**config.mk**
```make
export PLATFORM = sky130hd
export DESIGN_NAME = servo_pwm_gen
export DESIGN_NICKNAME = d
export VERILOG_FILES = /design/src/rtl/servo_pwm_gen_pkg.sv /design/src/rtl/servo_pwm_gen_frame_counter.sv /design/src/rtl/servo_pwm_gen.sv
export SDC_FILE = /design/constraint.sdc
export NUM_CORES = 1
export LEC_CHECK = 0
export BUFFER_PORTS_ARGS = -buffer_cell sky130_fd_sc_hd__buf_2
export CORE_MARGIN = 2
export CORE_UTILIZATION = 40
export CTS_CLUSTER_SIZE = 14
export DETAILED_ROUTE_END_ITERATION = 7
export GPL_ROUTABILITY_DRIVEN = 0
export PLACE_DENSITY = 0.54
export SYNTH_ARGS = -nofsm -noshare
export SYNTH_HDL_FRONTEND = slang
export SYNTH_SLANG_ARGS = --single-unit
```
**constraint.sdc**
```tcl
create_clock -name clk -period 10.53 [get_ports clk]
set_clock_uncertainty 0.05 [all_clocks]
set_input_delay 1.053 -clock clk [delete_from_list [all_inputs] [get_ports clk]]
set_output_delay 1.053 -clock clk [all_outputs]
set_load 0.03 [all_outputs]
```
**src/rtl/servo_pwm_gen_pkg.sv**
```systemverilog
// Shared types and constants for the servo PWM generator.
// Latency: n/a (declarations only).
// Backpressure: n/a.
//
// Contents: ramp state enum, bus widths, default 100 MHz timing,
// servo_flag bit positions and a 20-bit clamp helper.
package servo_pkg;

  localparam int DUTY_W = 19;   // duty value width (max 200000 fits)
  localparam int CNT_W  = 21;   // frame counter width (max 2000000 fits)
  localparam int EXT_W  = 20;   // ramp arithmetic width, one bit of headroom

  // Default timing at 100 MHz: 20 ms frame, 1.0-2.0 ms pulse, 1.5 ms centre.
  localparam int DEF_PERIOD      = 2000000;
  localparam int DEF_DUTY_MIN    = 100000;
  localparam int DEF_DUTY_MAX    = 200000;
  localparam int DEF_DUTY_CENTER = 150000;
  localparam int DEF_STEP        = 1000;

  // Bit positions inside servo_flag; lower index wins.
  localparam int FLAG_CTR = 0;
  localparam int FLAG_UP  = 1;
  localparam int FLAG_DN  = 2;

  typedef enum logic [1:0] {
    ST_IDLE      = 2'd0,
    ST_RAMP_UP   = 2'd1,
    ST_RAMP_DOWN = 2'd2,
    ST_RAMP_CTR  = 2'd3
  } servo_state_e;

  // Clamp v into [lo, hi].
  function automatic logic [EXT_W-1:0] clamp20(input logic [EXT_W-1:0] v,
                                               input logic [EXT_W-1:0] lo,
                                               input logic [EXT_W-1:0] hi);
    logic [EXT_W-1:0] r;
    r = v;
    if (v < lo) r = lo;
    if (v > hi) r = hi;
    return r;
  endfunction

endpackage

```
**src/rtl/servo_pwm_gen_frame_counter.sv**
```systemverilog
// Frame counter plus per-frame duty latch that shapes the PWM pulse.
// Latency: s_pulse_o is registered and aligned with the counter value.
// Backpressure: none; free-running.
//
// Ports:
//   clk, rst      clock and synchronous active-high reset
//   duty_nxt_i    duty the ramp logic will hold after this edge
//   frame_tick_o  high on the last cycle of every frame (cnt == PERIOD-1)
//   s_pulse_o     high for the first duty_active cycles of every frame
module servo_frame_counter
  import servo_pkg::*;
#(
  parameter int PERIOD      = DEF_PERIOD,
  parameter int DUTY_CENTER = DEF_DUTY_CENTER
) (
  input  logic              clk,
  input  logic              rst,
  input  logic [DUTY_W-1:0] duty_nxt_i,
  output logic              frame_tick_o,
  output logic              s_pulse_o
);

  localparam logic [CNT_W-1:0]  CNT_LAST = CNT_W'(PERIOD - 1);
  localparam logic [DUTY_W-1:0] DUTY_RST = DUTY_W'(DUTY_CENTER);

  logic [CNT_W-1:0]  cnt_q, cnt_d;
  logic [DUTY_W-1:0] duty_act_q, duty_act_d;
  logic              pulse_q, pulse_d;

  assign frame_tick_o = (cnt_q == CNT_LAST);
  assign s_pulse_o    = pulse_q;

  always_comb begin
    cnt_d      = frame_tick_o ? '0 : cnt_q + CNT_W'(1);
    // The duty is only captured at the wrap, so a frame in flight never
    // changes width. Capturing the next-state duty means a step computed
    // on the last cycle of a frame shapes the very next frame.
    duty_act_d = frame_tick_o ? duty_nxt_i : duty_act_q;
    // Compare against next-state values so the registered pulse lines up
    // with cnt_q: high for cnt in [0, duty_active-1].
    pulse_d    = (CNT_W'(duty_act_d) > cnt_d);
  end

  always_ff @(posedge clk) begin
    if (rst) begin
      cnt_q      <= '0;
      duty_act_q <= DUTY_RST;
      pulse_q    <= 1'b0;
    end else begin
      cnt_q      <= cnt_d;
      duty_act_q <= duty_act_d;
      pulse_q    <= pulse_d;
    end
  end

endmodule

```
**src/rtl/servo_pwm_gen.sv**
```systemverilog
// Servo PWM generator: ramps the working duty toward a commanded target, one step per frame.
// Latency: command seen next cycle; duty steps on frame_tick; pin follows from the next frame.
// Backpressure: none; servo_flag is level-sampled every cycle.
//
// Ports:
//   clk, rst     clock and synchronous active-high reset
//   servo_flag   [0] centre, [1] ramp to DUTY_MAX, [2] ramp to DUTY_MIN ([0] highest priority)
//   s_pulse      registered PWM waveform
//   s_duty       current working duty in clk cycles
//   busy         high while a ramp is in progress
//   frame_tick   one-cycle pulse on the last cycle of each frame
//   duty_load, duty_in  (only with SERVO_PWM_DIRECT_LOAD_EN) direct clamped duty load
module servo_pwm_gen
  import servo_pkg::*;
#(
  parameter int PERIOD      = DEF_PERIOD,
  parameter int DUTY_MIN    = DEF_DUTY_MIN,
  parameter int DUTY_MAX    = DEF_DUTY_MAX,
  parameter int DUTY_CENTER = DEF_DUTY_CENTER,
  parameter int STEP        = DEF_STEP
) (
  input  logic              clk,
  input  logic              rst,
  input  logic [2:0]        servo_flag,
`ifdef SERVO_PWM_DIRECT_LOAD_EN
  input  logic              duty_load,
  input  logic [DUTY_W-1:0] duty_in,
`endif
  output logic              s_pulse,
  output logic [DUTY_W-1:0] s_duty,
  output logic              busy,
  output logic              frame_tick
);

  if (!((DUTY_MIN <= DUTY_CENTER) && (DUTY_CENTER <= DUTY_MAX) &&
        (DUTY_MAX < PERIOD) && (STEP >= 1))) begin : g_bad_params
    $error("servo_pwm_gen: need DUTY_MIN <= DUTY_CENTER <= DUTY_MAX < PERIOD and STEP >= 1");
  end

  localparam logic [EXT_W-1:0]  MIN_X  = EXT_W'(DUTY_MIN);
  localparam logic [EXT_W-1:0]  MAX_X  = EXT_W'(DUTY_MAX);
  localparam logic [EXT_W-1:0]  CTR_X  = EXT_W'(DUTY_CENTER);
  localparam logic [EXT_W-1:0]  STEP_X = EXT_W'(STEP);
  localparam logic [DUTY_W-1:0] MIN_D  = DUTY_W'(DUTY_MIN);
  localparam logic [DUTY_W-1:0] MAX_D  = DUTY_W'(DUTY_MAX);
  localparam logic [DUTY_W-1:0] CTR_D  = DUTY_W'(DUTY_CENTER);

  servo_state_e      state_q, state_d, state_sel;
  logic [DUTY_W-1:0] duty_q, duty_d;
  logic [EXT_W-1:0]  duty_x, up_sum, up_val, dn_val, ctr_val;

  // Candidate next duties, all in 20 bits so the +STEP never wraps.
  always_comb begin
    duty_x = {1'b0, duty_q};
    up_sum = duty_x + STEP_X;
    up_val = (up_sum > MAX_X) ? MAX_X : up_sum;
    // Test before subtracting so the result never underflows.
    dn_val = (duty_x < MIN_X + STEP_X) ? MIN_X : duty_x - STEP_X;
    if (duty_x < CTR_X) begin
      ctr_val = (up_sum > CTR_X) ? CTR_X : up_sum;
    end else begin
      ctr_val = (duty_x < CTR_X + STEP_X) ? CTR_X : duty_x - STEP_X;
    end
  end

  always_comb begin
    // A new command overrides any ramp in progress; a command whose
    // target is already reached parks in IDLE, so a held flag cannot
    // re-trigger. With no flag set the current ramp carries on.
    state_sel = state_q;
    if (servo_flag[FLAG_CTR]) begin
      state_sel = (duty_q == CTR_D) ? ST_IDLE : ST_RAMP_CTR;
    end else if (servo_flag[FLAG_UP]) begin
      state_sel = (duty_q == MAX_D) ? ST_IDLE : ST_RAMP_UP;
    end else if (servo_flag[FLAG_DN]) begin
      state_sel = (duty_q == MIN_D) ? ST_IDLE : ST_RAMP_DOWN;
    end

    state_d = state_sel;
    duty_d  = duty_q;

    // Step only on the frame boundary; leave the ramp the same cycle the
    // target is reached so busy drops together with the final step.
    if (frame_tick) begin
      case (state_sel)
        ST_RAMP_UP: begin
          duty_d = DUTY_W'(up_val);
          if (up_val == MAX_X) state_d = ST_IDLE;
        end
        ST_RAMP_DOWN: begin
          duty_d = DUTY_W'(dn_val);
          if (dn_val == MIN_X) state_d = ST_IDLE;
        end
        ST_RAMP_CTR: begin
          duty_d = DUTY_W'(ctr_val);
          if (ctr_val == CTR_X) state_d = ST_IDLE;
        end
        default: ;
      endcase
    end

`ifdef SERVO_PWM_DIRECT_LOAD_EN
    // Direct load beats any command or ramp.
    if (duty_load) begin
      duty_d  = DUTY_W'(clamp20({1'b0, duty_in}, MIN_X, MAX_X));
      state_d = ST_IDLE;
    end
`endif
  end

  always_ff @(posedge clk) begin
    if (rst) begin
      state_q <= ST_IDLE;
      duty_q  <= CTR_D;
    end else begin
      state_q <= state_d;
      duty_q  <= duty_d;
    end
  end

  assign s_duty = duty_q;
  assign busy   = (state_q != ST_IDLE);

  servo_frame_counter #(
    .PERIOD      (PERIOD),
    .DUTY_CENTER (DUTY_CENTER)
  ) u_frame (
    .clk          (clk),
    .rst          (rst),
    .duty_nxt_i   (duty_d),
    .frame_tick_o (frame_tick),
    .s_pulse_o    (s_pulse)
  );

endmodule

```
**Yosys cells after proc, flatten, opt, wreduce, memory -nomap -nowiden**

Index checks and enable logic that the tools add are counted.

- Register bits: 62
- Input bits: 5
- Output and inout port bits: 22

- Add/sub/neg operators: 3
- $lt $le $gt $ge: 6
- Eq/ne operators: 10
- Multiplexer cells: 20
- Reduce and logical (&&, ||, !) cells: 1

Operators by type and width:

| kind | number |
|---|---|
| 20-bit 2-to-1 mux | 5 |
| 19-bit case mux with 3 select lines | 1 |
| 20-bit by 18-bit equality test with 1-bit output, second input constant | 2 |
| 20-bit by 18-bit > comparator with 1-bit output, second input constant | 2 |
| 19-bit by 18-bit equality test with 1-bit output, second input constant | 2 |
| 19-bit by 18-bit less-than comparator with 1-bit output, second input constant | 2 |
| 19-bit 2-to-1 mux | 2 |
| 21-bit by 1-bit adder with 21-bit output, second input constant | 1 |
| 21-bit equality test, second input constant | 1 |
| 19-bit by 21-bit > comparator with 1-bit output | 1 |
| 21-bit 2-to-1 mux | 1 |
| 19-bit by 10-bit adder with 20-bit output, second input constant | 1 |
| 20-bit by 17-bit equality test with 1-bit output, second input constant | 1 |
| 19-bit by 10-bit subtractor with 20-bit output, second input constant | 1 |
| 19-bit by 17-bit equality test with 1-bit output, second input constant | 1 |
| 19-bit by 17-bit less-than comparator with 1-bit output, second input constant | 1 |
| 2-bit 2-to-1 mux | 9 |
| 2-bit case mux with 3 select lines | 1 |
| 2-bit equality test, second input constant | 2 |
| 2-bit by 1-bit equality test with 1-bit output, second input constant | 1 |
| 2-bit nonzero test | 1 |
| 1-bit 2-to-1 mux | 1 |

**Logic depth before layout (Yosys ltp)**

- Depth after elaboration: 10
- Depth in mapped cells: 21
- Depth with buffers taken out: 20

**By module**

From an unflattened synthesis, not the netlist that was laid out.

- Cells, all modules: 683
- Area, all modules: 5243.8 µm²

By module, submodules not included:

| module | times used | cells each | area an instance (µm²) | seq. area each (µm²) |
|---|---|---|---|---|
| servo_pwm_gen | 1 | 444 | 3019.1 | 420.4 |
| servo_frame_counter | 1 | 239 | 2224.6 | 820.8 |

**Least setup slack after synthesis**

No wires, ideal clock.

- Path kind: input -> register
- Start: in servo_flag[0]
- End: reg u_frame.pulse_q, in the netlist u_frame.s_pulse_o
- Setup time: 0.122 ns
- Data arrival time: 4.249 ns
- Required time: 10.358 ns
- Path slack: 6.109 ns
- Cell stages on the path: 18
- Path buffers: 1
- Path through: buf_1 > and3_1 > and4_1 > and2_1 > nor3_1 > o2111ai_1 > nand3_1 > nand2_1 > ha_1 > nor2b_1 > o21a_1 > o21ai_0 > nand2b_1 > a21oi_1 > o21a_1 > o21ai_0 > a221oi_1 > nor2_1

- Word-level cells in the longest chain between the ends: 6

RTL lines:

| what | RTL line | source |
|---|---|---|
| from (decl) | servo_pwm_gen.sv:24 | `input logic [2:0] servo_flag,` |
| 2-bit 2-to-1 mux * | servo_pwm_gen.sv:71 | `if (servo_flag[FLAG_CTR]) begin` |
| 2-bit equality test or 2-bit by 1-bit equality test with 1-bit output (tied branches) | servo_pwm_gen.sv:85 | `case (state_sel)` |
| 19-bit case mux with 3 select lines * | servo_pwm_gen.sv:85 |  |
| 19-bit 2-to-1 mux * | servo_pwm_gen.sv:84 | `if (frame_tick) begin` |
| 19-bit 2-to-1 mux * | servo_pwm_gen_frame_counter.sv:38 | `duty_act_d = frame_tick_o ? duty_nxt_i : duty_act_q;` |
| named net u_frame.duty_act_d[1] | servo_pwm_gen_frame_counter.sv:27 | `logic [DUTY_W-1:0] duty_act_q, duty_act_d;` |
| 19-bit by 21-bit > comparator with 1-bit output * | servo_pwm_gen_frame_counter.sv:41 | `pulse_d = (CNT_W'(duty_act_d) > cnt_d);` |
| to (signal assigned) | servo_pwm_gen_frame_counter.sv:52 | `pulse_q <= pulse_d;` |
| to (decl) | servo_pwm_gen_frame_counter.sv:28 | `logic pulse_q, pulse_d;` |

The timed path passes the listed nets; every way through them passes the cells marked *.
A chain may end at the register's enable or synchronous reset.

**Worst setup path after layout**

- Start: reg duty_q[3], in the netlist s_duty[3]
- End: reg u_frame.pulse_q, in the netlist u_frame.s_pulse_o

- Word-level cells in the longest chain between the ends: 10

RTL lines:

| what | RTL line | source |
|---|---|---|
| from (decl) | servo_pwm_gen.sv:49 | `logic [DUTY_W-1:0] duty_q, duty_d;` |
| from (signal assigned) | servo_pwm_gen.sv:117 | `duty_q <= duty_d;` |
| branches (longest 6 deep; another with 19-bit by 10-bit adder with 20-bit output) | - |  |
| 19-bit case mux with 3 select lines * | servo_pwm_gen.sv:85 |  |
| 19-bit 2-to-1 mux * | servo_pwm_gen.sv:84 |  |
| 19-bit 2-to-1 mux * | servo_pwm_gen_frame_counter.sv:38 |  |
| named net u_frame.duty_act_d[1] | servo_pwm_gen_frame_counter.sv:27 |  |
| 19-bit by 21-bit > comparator with 1-bit output * | servo_pwm_gen_frame_counter.sv:41 |  |

Mark *: on every way through the listed nets, which the timed path passes.

==> flow_summary_export.csv <==
group,metric,value,unit
run_status,status,"complete, no violations",
cts,clk_latency,0.33,ns
final_layout,regArea,0.00124,mm^2
global_route,grt_pass1_vias,5117,
cts,htree_levels,3,
power_and_ir_drop,ir_worst_vdd,0.102,mV
synth,yosys_warnings,0,
timing,final_max_slew_viol_count,0,
timing,max_clock_freq,187,MHz
min_path,hold_path_class,"reg2reg",
global_route,antenna_found_initial,0,
timing,max_slew.worst_pin.slew,1.01,ns
synth,synth-main-ff-cell,"dfxtp_1",
timing,max_slew_margin,0.321,
floorplanning,die_w,117,um
final_layout,multi_input_area,0.00364,mm^2
critical_path,worstSetupPathType,"reg2reg",
cts,clkSlewWorstSetupHoldPaths,0.06,ns
global_route,grt_util_met3,0.0427,
synth,synth-xor-area-share,0.0791,
synth,ys_async_sr_fraction,0,
final_layout,n_fill_cell,1312,
synth,syn-num-nets,717,
cts,cts_resized,0,
synth,synthSimpleGateAreaFrac,0.314,
timing,rsz0062_at_grt,"no",
route,wirelength,17600,um
final_layout,n_antenna_cell,0,
critical_path,endpoint_kind,"flop",
route,vias,5443,
critical_path,worstPathMaxFanout,14,
floorplanning,row_count,41,
synth,synth.area.mux_share,0.00418,
global_route,grtUsageMet1,0.336,
cts,cts_num_sinks,62,
route,wl_per_cell,20.2,um
floorplanning,die_area,0.0136,mm^2
global_route,gr-max-usage-layer,"met2",
floorplanning,initial_utilization,0.407,
cts,root_buffer,"clkbuf_16",
final_layout,syn_to_final_growth,10.7,%
floorplanning,die_y,117,um
timing,hold_viol,0,
synth,synth_compound_area_frac,0.258,
final_layout,final_util,0.450,
route,drc,0,
synth,ys_types,81,
global_route,grt_pass1_wl,27700,um
timing,period_needed,5.34,ns
synth,ys_ff_latch,62,
synth,syn_avg_cell_area,7.39,um^2
route,vias_per_cell,6.26,
floorplanning,coreArea,0.0125,mm^2
cts,cts_buffers,9,
synth,synth_area,0.00509,mm^2
flow_run,drv_cap,0,
timing,period_share,0.507,
synth,synth-edff-count,0,
power_and_ir_drop,p_per_area,102,mW/mm^2
cts,clock_path_buffers,2,
global_route,grt_max_degree,41,
floorplanning,ioPinCount,27,
synth,synth_top_family_by_area,"simple AND/OR/NAND/NOR gates",
route,drt_iter0_drc,561,
global_route,grt_overflow,0,
final_layout,layout-drive-gt1-share,0.109,
placement,port_buffers,26,
final_layout,num-nets-final,720,
route,drtAntennaViolNets,0,
synth,synthAdderAreaFrac,0.0565,
route,drt_pass1_iterations,5,
synth,syn_inst,689,
timing,setup_viol_count_final,0,
critical_path,cp.arrival,5.50,ns
critical_path,start_kind,"flop",
critical_path,crit_required,10.69,ns
power_and_ir_drop,cellLeakagePower,2.10,nW
placement,dp_hpwl,13000,um
timing,tns,0,ns
cts,post_cts_buffers,0,
synth,ys_seq_area_frac,0.244,
cts,cts_tree,"done",
cts,cts_hold_buffers,0,
global_route,use_met2,0.414,
global_route,grt_use_total,0.263,
==> final timing paths <==
check / cells past startpoint / slack [ns] / from / end
max: 20 / 5.19 / s_duty[3] / u_frame.s_pulse_o
min: 2 / 0.42 / u_frame.duty_act_q[1] / u_frame.duty_act_q[1]
max reg2reg: 20 / 5.19 / s_duty[3] / u_frame.s_pulse_o
min reg2reg: 2 / 0.42 / u_frame.duty_act_q[1] / u_frame.duty_act_q[1]
==> synthesized netlist by cell type (4+ instances only) <==
master    instances  area, um^2
nand2_1          77         289
nand4_1          21         131
nand3b_1          4        30.0
o31ai_1           5        37.5
and3_1           13        81.3
o211ai_1          9        67.6
or3_1             9        56.3
xnor2_1          27         236
a21o_1            7        52.6
nand2b_1          8        50.1
o21ai_1           4        20.0
clkbuf_1         31         116
dfxtp_1          62        1240
a21oi_1          35         175
nor4_1            9        56.3
nor2_1           83         312
or2_2             6        37.5
nand3_1          22         110
nor4b_1           4        35.0
and4_1            7        61.3
o21ai_0          37         185
nor3_1           28         140
ha_1             23         288
o21a_1            9        67.6
a211oi_1          5        37.5
xor2_1           19         166
a31o_2            4        35.0
and2_1            9        56.3
a31oi_1          11        68.8
a21boi_0          4        30.0
inv_1            13        48.8
buf_1             4        15.0
==> cell usage in the layout (no fill, tap or decap), types with 21 or more instances in the layout <==
cell	Yosys	final
nand2_1	77	77
nor2_1	83	83
o21ai_0	37	37
xnor2_1	27	27
ha_1	23	23
nand4_1	21	21
dfxtp_1	62	62
nand3_1	22	22
a21oi_1	35	35
buf_2	3	26
nor3_1	28	28
==> logic make-up after synthesis <==
family	after synthesis
AND/OR/NAND/NOR	318
AO/OA/AOI/OAI	184
adder cells (fa/ha/maj)	23
flip-flops	62
XOR/XNOR	46
buffers and inverters	54
multiplexers	2
==> worst max-delay path: stages (launching register included) <==
cell and delay (ns):
dfxtp_1 0.50, ha_1 0.52, or2_2 0.38, o211ai_1 0.51, nor2_1 0.12, xnor2_1 0.52, nor2_1 0.22, o21a_1 0.28
o2111ai_1 0.43, nand3_1 0.16, nand2_1 0.10, ha_1 0.24, nor2b_1 0.13, o21a_1 0.15, o21ai_0 0.14, nand2b_1 0.07
a21oi_1 0.14, o21a_1 0.13, o21ai_0 0.10, a221oi_1 0.27, nor2_1 0.06
==> where the power goes <==
part	internal, W	switching [W]	leakage [nW]
Clock	0.000206	0.000103	0.152
Combinational	0.00000879	0.0000196	1.44
Sequential	0.000236	0.00000137	0.501
==> sequential cells by signal, summed over array words and instances (netlist names) <==
| name | count |
|---|---|
| u_frame.duty_act_q | 19 |
| state_q | 2 |
| u_frame.s_pulse_o | 1 |
| s_duty | 19 |
| u_frame.cnt_q | 21 |
==> through the flow <==
stage / setup slack, ns / cells / total power (W) / hold slack, ns / cell area (um^2)
floorplan: 6.11 / 689 / 0.000262 / 0.385 / 5090
global placement: 5.27 / 853 / 0.000270 / 0.399 / 5320
detailed placement: 5.39 / 853 / 0.000270 / 0.405 / 5320
CTS: 5.35 / 869 / 0.000580 / 0.414 / 5640
global route: 4.94 / 869 / 0.000592 / 0.441 / 5640
finish: 5.19 / 869 / 0.000575 / 0.415 / 5640
==> routing by layer <==
metal | share of wire | wire length, um
met5 | 0 | 0
met4 | 0.057 | 1010
met3 | 0.072 | 1260
met2 | 0.44 | 7800
met1 | 0.43 | 7510
==> area by class of cell <==
class                           count  area share
Multi-Input combinational cell    573       0.645
Clock inverter                      6      0.0153
Clock buffer                       10      0.0406
Sequential cell                    62       0.220
Timing Repair Buffer               32      0.0311
Inverter                           14     0.00932
Tap cell                          172      0.0382
(Power assumes the default switching activity.)
